--- config.mk ---
export PLATFORM = sky130hd
export DESIGN_NAME = pipe_cpu_core
export DESIGN_NICKNAME = d
export VERILOG_FILES = /design/src/rtl/pipe_cpu_core.sv
export SDC_FILE = /design/constraint.sdc
export NUM_CORES = 1
export LEC_CHECK = 0
export CAP_MARGIN = 20
export CORE_ASPECT_RATIO = 1.4
export CORE_MARGIN = 2
export CORE_UTILIZATION = 55
export CTS_CLUSTER_DIAMETER = 120
export DETAILED_ROUTE_END_ITERATION = 8
export MAX_ROUTING_LAYER = met4
export PLACE_DENSITY = 0.72
export SYNTH_ARGS = -nofsm -noshare
export SYNTH_HDL_FRONTEND = slang
export SYNTH_SLANG_ARGS = --single-unit
--- constraint.sdc ---
create_clock -name clk -period 6.15 [get_ports clk]
set_input_delay 0.615 -clock clk [delete_from_list [all_inputs] [get_ports clk]]
set_output_delay 0.615 -clock clk [all_outputs]
set_load 0.03 [all_outputs]
--- src/rtl/pipe_cpu_core.sv ---
// Three-stage (FD / EM / WB) pipelined core for the 10-bit ISA with a parametrised datapath,
// handshaked data-memory port, branch squash in EM and a retired-instruction counter.
module pipe_cpu_core #(
    parameter int DATA_W = 10,
    parameter int PC_W   = 10,
    parameter int CNT_W  = 16
) (
    input  logic              clk,
    input  logic              rst,
    output logic [PC_W-1:0]   imem_addr,
    input  logic [9:0]        imem_data,
    output logic              dmem_req,
    output logic              dmem_we,
    output logic [DATA_W-1:0] dmem_addr,
    output logic [DATA_W-1:0] dmem_wdata,
    input  logic [DATA_W-1:0] dmem_rdata,
    input  logic              dmem_ready,
    output logic              cpu_halted,
    output logic [CNT_W-1:0]  retired_count
);

    localparam logic [2:0] OP_ALU   = 3'b000;
    localparam logic [2:0] OP_SHF   = 3'b001;
    localparam logic [2:0] OP_BNE   = 3'b010;
    localparam logic [2:0] OP_ADDI  = 3'b011;
    localparam logic [2:0] OP_JUMP  = 3'b100;
    localparam logic [2:0] OP_BEQ   = 3'b101;
    localparam logic [2:0] OP_LOAD  = 3'b110;
    localparam logic [2:0] OP_STORE = 3'b111;

    logic [PC_W-1:0]   pc;
    logic [PC_W-1:0]   pc_next;
    logic [DATA_W-1:0] rf [8];

    // EM stage registers
    logic              em_valid;
    logic [9:0]        em_ins;
    logic [PC_W-1:0]   em_pc;
    logic [DATA_W-1:0] em_a;
    logic [DATA_W-1:0] em_b;

    // WB stage registers
    logic              wb_valid;
    logic              wb_we;
    logic [2:0]        wb_dst;
    logic [DATA_W-1:0] wb_data;

    // FD: decode and register read with write-through from WB
    logic [2:0]        fd_op;
    logic [2:0]        fd_rs_idx;
    logic [2:0]        fd_rt_idx;
    logic [DATA_W-1:0] fd_a;
    logic [DATA_W-1:0] fd_b;
    logic              fd_jump;
    logic [PC_W-1:0]   fd_jump_target;

    assign fd_op          = imem_data[9:7];
    assign fd_rs_idx      = {imem_data[2], imem_data[6:5]};
    assign fd_rt_idx      = {imem_data[2], imem_data[4:3]};
    assign fd_a           = (wb_valid && wb_we && wb_dst == fd_rs_idx) ? wb_data : rf[fd_rs_idx];
    assign fd_b           = (wb_valid && wb_we && wb_dst == fd_rt_idx) ? wb_data : rf[fd_rt_idx];
    assign fd_jump        = (fd_op == OP_JUMP);
    assign fd_jump_target = PC_W'($signed(imem_data[6:0]));

    // EM: decode, operand forwarding from WB
    logic [2:0]        em_op;
    logic [1:0]        em_f;
    logic [2:0]        em_rs_idx;
    logic [2:0]        em_rt_idx;
    logic [DATA_W-1:0] a_fwd;
    logic [DATA_W-1:0] b_fwd;
    logic [DATA_W-1:0] eff_addr;
    logic              mem_op;
    logic              store_op;
    logic              stall;
    logic              br_taken;
    logic [PC_W-1:0]   br_target;
    logic              em_halt;
    logic              fd_kill;
    logic [DATA_W-1:0] em_res;
    logic              em_wr;

    assign em_op     = em_ins[9:7];
    assign em_f      = em_ins[1:0];
    assign em_rs_idx = {em_ins[2], em_ins[6:5]};
    assign em_rt_idx = {em_ins[2], em_ins[4:3]};
    assign a_fwd     = (wb_valid && wb_we && wb_dst == em_rs_idx) ? wb_data : em_a;
    assign b_fwd     = (wb_valid && wb_we && wb_dst == em_rt_idx) ? wb_data : em_b;
    assign eff_addr  = a_fwd + DATA_W'(em_f);

    assign mem_op    = em_valid && (em_op == OP_LOAD || em_op == OP_STORE);
    assign store_op  = em_valid && (em_op == OP_STORE);
    assign stall     = mem_op && !dmem_ready;
    assign br_taken  = em_valid && ((em_op == OP_BEQ && a_fwd == b_fwd) ||
                                    (em_op == OP_BNE && a_fwd != b_fwd));
    assign br_target = em_pc + PC_W'(1) + PC_W'(em_f);
    assign em_halt   = em_valid && (em_op == OP_SHF) && (em_f == 2'b10);
    assign fd_kill   = br_taken || em_halt || cpu_halted;

    assign dmem_req   = mem_op;
    assign dmem_we    = store_op;
    assign dmem_addr  = mem_op ? eff_addr : '0;
    assign dmem_wdata = store_op ? b_fwd : '0;
    assign imem_addr  = pc;

    always_comb begin
        em_res = '0;
        em_wr  = 1'b0;
        case (em_op)
            OP_ALU: begin
                em_wr = 1'b1;
                case (em_f)
                    2'b00:   em_res = a_fwd + b_fwd;
                    2'b01:   em_res = a_fwd - b_fwd;
                    2'b10:   em_res = DATA_W'($signed(a_fwd) < $signed(b_fwd));
                    default: em_res = ~(a_fwd & b_fwd);
                endcase
            end
            OP_SHF: begin
                if (em_f == 2'b00) begin
                    em_res = a_fwd >> 1;
                    em_wr  = 1'b1;
                end else if (em_f == 2'b01) begin
                    em_res = a_fwd << 1;
                    em_wr  = 1'b1;
                end
            end
            OP_ADDI: begin
                em_res = a_fwd + DATA_W'($signed(em_f));
                em_wr  = 1'b1;
            end
            OP_LOAD: begin
                em_res = dmem_rdata;
                em_wr  = 1'b1;
            end
            default: begin
                em_res = '0;
                em_wr  = 1'b0;
            end
        endcase
    end

    // A taken branch outranks a JUMP sitting in FD behind it
    always_comb begin
        pc_next = pc + PC_W'(1);
        if (stall || em_halt || cpu_halted) begin
            pc_next = pc;
        end else if (br_taken) begin
            pc_next = br_target;
        end else if (fd_jump) begin
            pc_next = fd_jump_target;
        end
    end

    always_ff @(posedge clk or posedge rst) begin
        if (rst) begin
            pc            <= '0;
            em_valid      <= 1'b0;
            em_ins        <= '0;
            em_pc         <= '0;
            em_a          <= '0;
            em_b          <= '0;
            wb_valid      <= 1'b0;
            wb_we         <= 1'b0;
            wb_dst        <= '0;
            wb_data       <= '0;
            cpu_halted    <= 1'b0;
            retired_count <= '0;
            for (int i = 0; i < 8; i++) begin
                rf[i] <= '0;
            end
        end else begin
            pc <= pc_next;

            // While stalled, capture the forwarded operands: the WB source disappears next cycle
            if (stall) begin
                em_a <= a_fwd;
                em_b <= b_fwd;
            end else if (fd_kill) begin
                em_valid <= 1'b0;
            end else begin
                em_valid <= 1'b1;
                em_ins   <= imem_data;
                em_pc    <= pc;
                em_a     <= fd_a;
                em_b     <= fd_b;
            end

            if (stall) begin
                wb_valid <= 1'b0;
                wb_we    <= 1'b0;
            end else begin
                wb_valid <= em_valid;
                wb_we    <= em_valid && em_wr;
                wb_dst   <= em_rt_idx;
                wb_data  <= em_res;
            end

            if (wb_valid && wb_we) begin
                rf[wb_dst] <= wb_data;
            end
            if (wb_valid) begin
                retired_count <= retired_count + CNT_W'(1);
            end
            if (em_halt) begin
                cpu_halted <= 1'b1;
            end
        end
    end

endmodule
Word level (Yosys, flattened, before mapping) --
Cells that the tools add are included.
Storage, ports and cells: bits in registers 163, input bits 23
Operators by class: add/subtract/negate cells 8, order comparisons 5, equal/unequal tests 16, mux-type cells 31, bitwise operators 7, reduce and logical (&&, ||, !) cells 26
Operator list (number):
- 10-bit 2-to-1 mux | 19
- 80-bit bitwise mux | 1
- 10-bit binary-select mux with 3-bit select | 2
- 10-bit case mux with 4 select lines | 1
- 10-bit demux with 3-bit select | 1
- 10-bit case mux with 3 select lines | 1
- 10-bit by 1-bit adder with 10-bit output, second input constant | 2
- 10-bit adder | 2
- 10-bit by 2-bit adder with 10-bit output | 2
- 16-bit by 1-bit adder with 16-bit output, second input constant | 1
- 1-bit logical AND | 15
- 3-bit == test | 4
- 3-bit == test, second input constant | 4
- 4-bit >= comparator, second input constant | 3
- 3-bit NOT with 4-bit output | 3
- 10-bit AND | 1
- 10-bit == test | 1
- 10-bit < comparator | 1
- 10-bit != test | 1
- 10-bit NOT | 1
- 10-bit subtractor | 1
- 3-bit by 2-bit == test with 1-bit output, second input constant | 2
- 1-bit logical OR | 6
- 1-bit 2-to-1 mux | 5
- 12 further kinds | 13

Logic depth before layout (Yosys ltp) --
depth after elaboration 11, mapped depth 17, gate-level depth less buffers 15

Worst setup path before layout --
OpenSTA, ideal clock, no wires.
kind reg2reg, start reg wb_dst[2], end reg pc[8], in the netlist imem_addr[8], setup time 0.122 ns, arrival 3.556 ns, required time 6.028 ns, setup slack 2.473 ns, stages on the path, launching flop included 18, buffers on the path 5, period minus slack after synthesis 3.677 ns, cells stage by stage dfrtp_1 buf_4 xnor2_1 and4b_1 buf_6 buf_2 mux2i_1 inv_1 ha_1 buf_2 nor4_2 nand4_1 a21bo_1 buf_6 or3b_1 nand3_1 nand2_1 a32o_1
On the way: longest elaborated chain between the ends 8, elaborated cells between the ends (all ways) 13
RTL lines:
- start, declared | line 45 | logic [2:0] wb_dst;
- start signal, assigned | line 195 | wb_dst <= em_rt_idx;
- 3-bit == test, on equally long branches | line 87, 88
- 1-bit logical AND, on equally long branches | line 87, 88
- 10-bit 2-to-1 mux, on equally long branches | line 87, 88
- 10-bit == test / 10-bit != test (equally long branches) | line 94, 95
- 1-bit logical AND, on equally long branches | line 94, 95
- 1-bit logical OR (*) | line 94 | assign br_taken = em_valid && ((em_op == OP_BEQ && a_fwd == b_fwd) ||
- 1-bit logical AND (*) | line 94
- 10-bit 2-to-1 mux (*) | line 148 | end else if (br_taken) begin
- end signal, assigned | line 173 | pc <= pc_next;
- end, declared | line 31 | logic [PC_W-1:0] pc;
Mark *: on every way between the ends. The rest lies on a longest branch, timed or not. A chain may end at the register's enable or synchronous reset.

Worst setup path after layout --
start reg wb_dst[0], end out dmem_addr[8]
On the way: longest elaborated chain between the ends 5
RTL lines:
- 3-bit == test | line 87 | assign a_fwd = (wb_valid && wb_we && wb_dst == em_rs_idx) ? wb_data : em_a;
- 1-bit logical AND | line 87
- 10-bit 2-to-1 mux | line 87
- 10-bit by 2-bit adder with 10-bit output | line 89 | assign eff_addr = a_fwd + DATA_W'(em_f);
- 10-bit 2-to-1 mux | line 102 | assign dmem_addr = mem_op ? eff_addr : '0;
- end, declared | line 14 | output logic [DATA_W-1:0] dmem_addr,
Every way passes these cells.

==> reports/qor.yml <==
die:
  start_util_pct: 55.8
  die_area_um2: 20500
  die_h_um: 169
  rows: 60
  die_w_um: 122
  io_pins: 72
  core-area_um2: 19100
layout:
  finalNetCount: 1107
  layout-drive-gt1-share_pct: 19.9
  synthToLayoutAreaGrowth_pct: 14.0
  diodes: 0
  multiInputGateArea_um2: 6120
  fill_cells: 1550
  seq_area_um2: 4080
detailed_routing:
  drt_iter0_drc: 672
  routed_wl_um: 29500
  ant_nets: 0
  num_vias: 8403
  vias_per_cell: 6.42
  wl_per_cell_um: 22.6
  dr.pass1.iters: 6
  drc: 0
synthesis:
  synth_enable_flop_cells: 0
  synth_top_area_share_pct: 38.3
  syn-instance-count: 1007
  ys_seq_area_share_pct: 38.3
  async_reset_ff_share_pct: 100
  yosys_warnings: 0
  synth.cell_area_um2: 10600
  synthTopCellsByArea: "dfrtp_1, mux2_2, mux4_2"
  ys_ff_latch: 163
  yosys_most_used_dff: "dfrtp_1"
  syn_area_per_cell_um2: 10.6
  syn_nets: 1067
  yosysTopAreaCell: "dfrtp_1"
  yosysUniqueCellTypes: 73
clocking:
  insertion_delay_ns: 0.44
  clkTransAtPathRegs_ns: 0.08
  cts_resized: 0
  cts.sinks: 163
  clk_path_buf_depth: 2
  htreeDepth: 4
  post_cts_buffers: 0
  cts_buffers: 17
  cts-root-buf: "clkbuf_16"
  cts_hold_buf: 0
  cts_tree: "yes"
worst_setup_path:
  critical_path_class: "flip-flop to output pin"
  cp_cell_sequence: "xnor2_1 -> and4b_1 -> mux2i_1 -> inv_1 -> ha_1 -> inv_1 -> fa_1 -> nor3_1 -> xnor2_1 -> nor2_1 -> clkdlybuf4s50_1"
  critPathTopFamily: "simple AND/OR/NAND/NOR gates"
  slowest_delay_ns: 0.85
  worst_ep_required_time_ns: 5.53
  cp_max_fo: 19
  crit_slowest_cell: "and4b_1"
  cp-start-kind: "flip-flop"
  arrival_ns: 4.67
  end_kind: "output pin"
  path_buf_inv: 3
global_routing:
  grt_pass1_vias: 8335
  grt_pass1_wl_um: 46700
  grt_max_degree: 98
  antenna_found_initial: 0
  grt_util_all_layers_pct: 30.8
  grt_remaining_overflow: 0
timing:
  slew_violations: 0
  clock.fmax_ghz: 0.189
  skew_ns: 0.0161
  tns_ns: 0
  tightest_slew_ns: 1.14
  setup_slack_ns: 0.864
  fin_crit_sh_pct: 86.0
  setup_viol: 0
  relSlewSlack_pct: 23.7
  rsz0062_at_grt: "false"
  period_needed_ns: 5.29
  hold_viol_final: 0
pwr:
  peakVddDrop_uv: 230
  p_per_area_nw_per_um2: 489
  p_leak_uw: 0.00533
outcome:
  status: "complete, no violations"
worst_hold_path:
  hold_class: "flip-flop to flip-flop"
placed_design:
  place.gp.congestion: 1.04
  hpwl_um: 21100
  io_buffers: 71
  pre_cts_ws_ns: 1.24
job:
  drv_cap: 0
[metrics by stage]
| step | total power (uW) | cell area (um^2) | hold WS [ns] | instances | utilization [%] |
|---|---|---|---|---|---|
| after floorplan | 3990 | 10600 | 0.478 | 1007 | - |
| after global placement | 4800 | 11500 | 0.458 | 1273 | 60.3 |
| after detailed placement | 4860 | 11500 | 0.468 | 1273 | 60.3 |
| after CTS | 5920 | 12100 | 0.481 | 1305 | 63.4 |
| after global routing | 6300 | 12100 | 0.507 | 1308 | 63.6 |
| final | 5940 | 12100 | 0.472 | 1308 | 63.6 |
[cell usage after synthesis (3+ instances only)]
cell,instances
a211oi_1,28
a21o_1,4
a21oi_1,31
a221o_1,16
a221oi_1,3
a22oi_1,3
a31oi_1,12
a32o_1,4
and2_1,7
and3_1,9
buf_1,3
buf_2,18
clkbuf_1,42
dfrtp_1,163
ha_1,35
inv_1,44
mux2_2,102
mux2i_1,38
mux4_2,40
nand2_1,68
nand2b_1,10
nand3_1,25
nand4_1,10
nor2_1,74
nor2b_1,12
nor3_1,19
nor3_2,5
o211ai_1,5
o21a_1,7
o21ai_0,38
o221ai_1,4
o22ai_1,10
o31a_1,4
o31ai_1,8
or3b_1,3
xnor2_1,36
xor2_1,22
[per-layer routing]
layer	global-route usage [%]	part of all wire (%)
met5	-	0
met3	4.55	4.6
met2	49.5	50
met1	38.3	41
met4	14.7	4.9
[final cells by class]
| class | instances | share of cell area, % |
|---|---|---|
| Multi-Input combinational cell | 732 | 50.5 |
| Sequential cell | 163 | 33.6 |
| Timing Repair Buffer | 88 | 7.00 |
| Clock buffer | 17 | 3.51 |
| Tap cell | 248 | 2.56 |
| Inverter | 45 | 1.43 |
| Clock inverter | 15 | 1.39 |
[state kept, by name, summed over array words and instances, names as in the netlist]
| signal | cells |
|---|---|
| em_b | 10 |
| em_valid | 1 |
| wb_dst | 3 |
| wb_data | 10 |
| em_ins | 10 |
| cpu_halted | 1 |
| rf | 80 |
| em_pc | 10 |
| imem_addr | 10 |
| wb_we | 1 |
| wb_valid | 1 |
| em_a | 10 |
| retired_count | 16 |
[where the power goes]
part / internal (uW) / leakage, uW / total, uW / switching (uW)
sequential: 1480 / 0.00216 / 1960 / 479
clock: 544 / 0.000286 / 1050 / 503
combinational: 1330 / 0.00288 / 2930 / 1600
total: 3350 / 0.00533 / 5940 / 2590
[worst paths after layout]
check                           depth (start not counted)                             to  slack, ns                          start
worst min register to register                          1  retired_count[15]$_DFFE_PP0P_       0.47  retired_count[15]$_DFFE_PP0P_
worst max register to register                         12            em_a[6]$_DFFE_PP0P_       1.17          wb_dst[0]$_DFFE_PP0N_
min in group asynchronous                               2             rf[63]$_DFFE_PP0P_       0.74                            rst
max in group asynchronous                               3       imem_addr[6]$_DFFE_PP0N_       4.00                            rst
worst max-delay path                                   11                   dmem_addr[8]       0.86          wb_dst[0]$_DFFE_PP0N_
worst min-delay path                                    1  retired_count[15]$_DFFE_PP0P_       0.47  retired_count[15]$_DFFE_PP0P_
[cells in the final DEF, fill, tap and decap left out, types with 9 or more instances in the layout]
cell             synthesis  final
a221o_1                 16     16
nor2b_1                 12     12
clkdlybuf4s50_1          0     71
a21oi_1                 31     31
ha_1                    35     35
nor2_1                  74     73
nand2_1                 68     68
a211oi_1                28     28
xor2_1                  22     22
nand4_1                 10     10
a31oi_1                 12     12
mux4_2                  40     40
o22ai_1                 10     10
buf_4                    2     14
mux2i_1                 38     38
clkbuf_16                0     17
mux2_2                 102    102
inv_1                   44     43
xnor2_1                 36     36
nand2b_1                10     10
nor3_1                  19     18
dfrtp_1                163    163
o21ai_0                 38     38
nand3_1                 25     25
and3_1                   9      9
[logic make-up (layout without fill, tap and decap cells)]
family,Yosys count,after routing,share of synthesized area [%]
AND/OR/NAND/NOR,255,255,11.7
AO/OA/AOI/OAI,199,199,13.0
multiplexers,183,183,23.3
flip-flops,163,163,38.3
buffers and inverters,112,165,4.37
XOR/XNOR,58,58,4.77
adder cells (fa/ha/maj),37,37,4.49
Power figures use the tool's default switching activity.
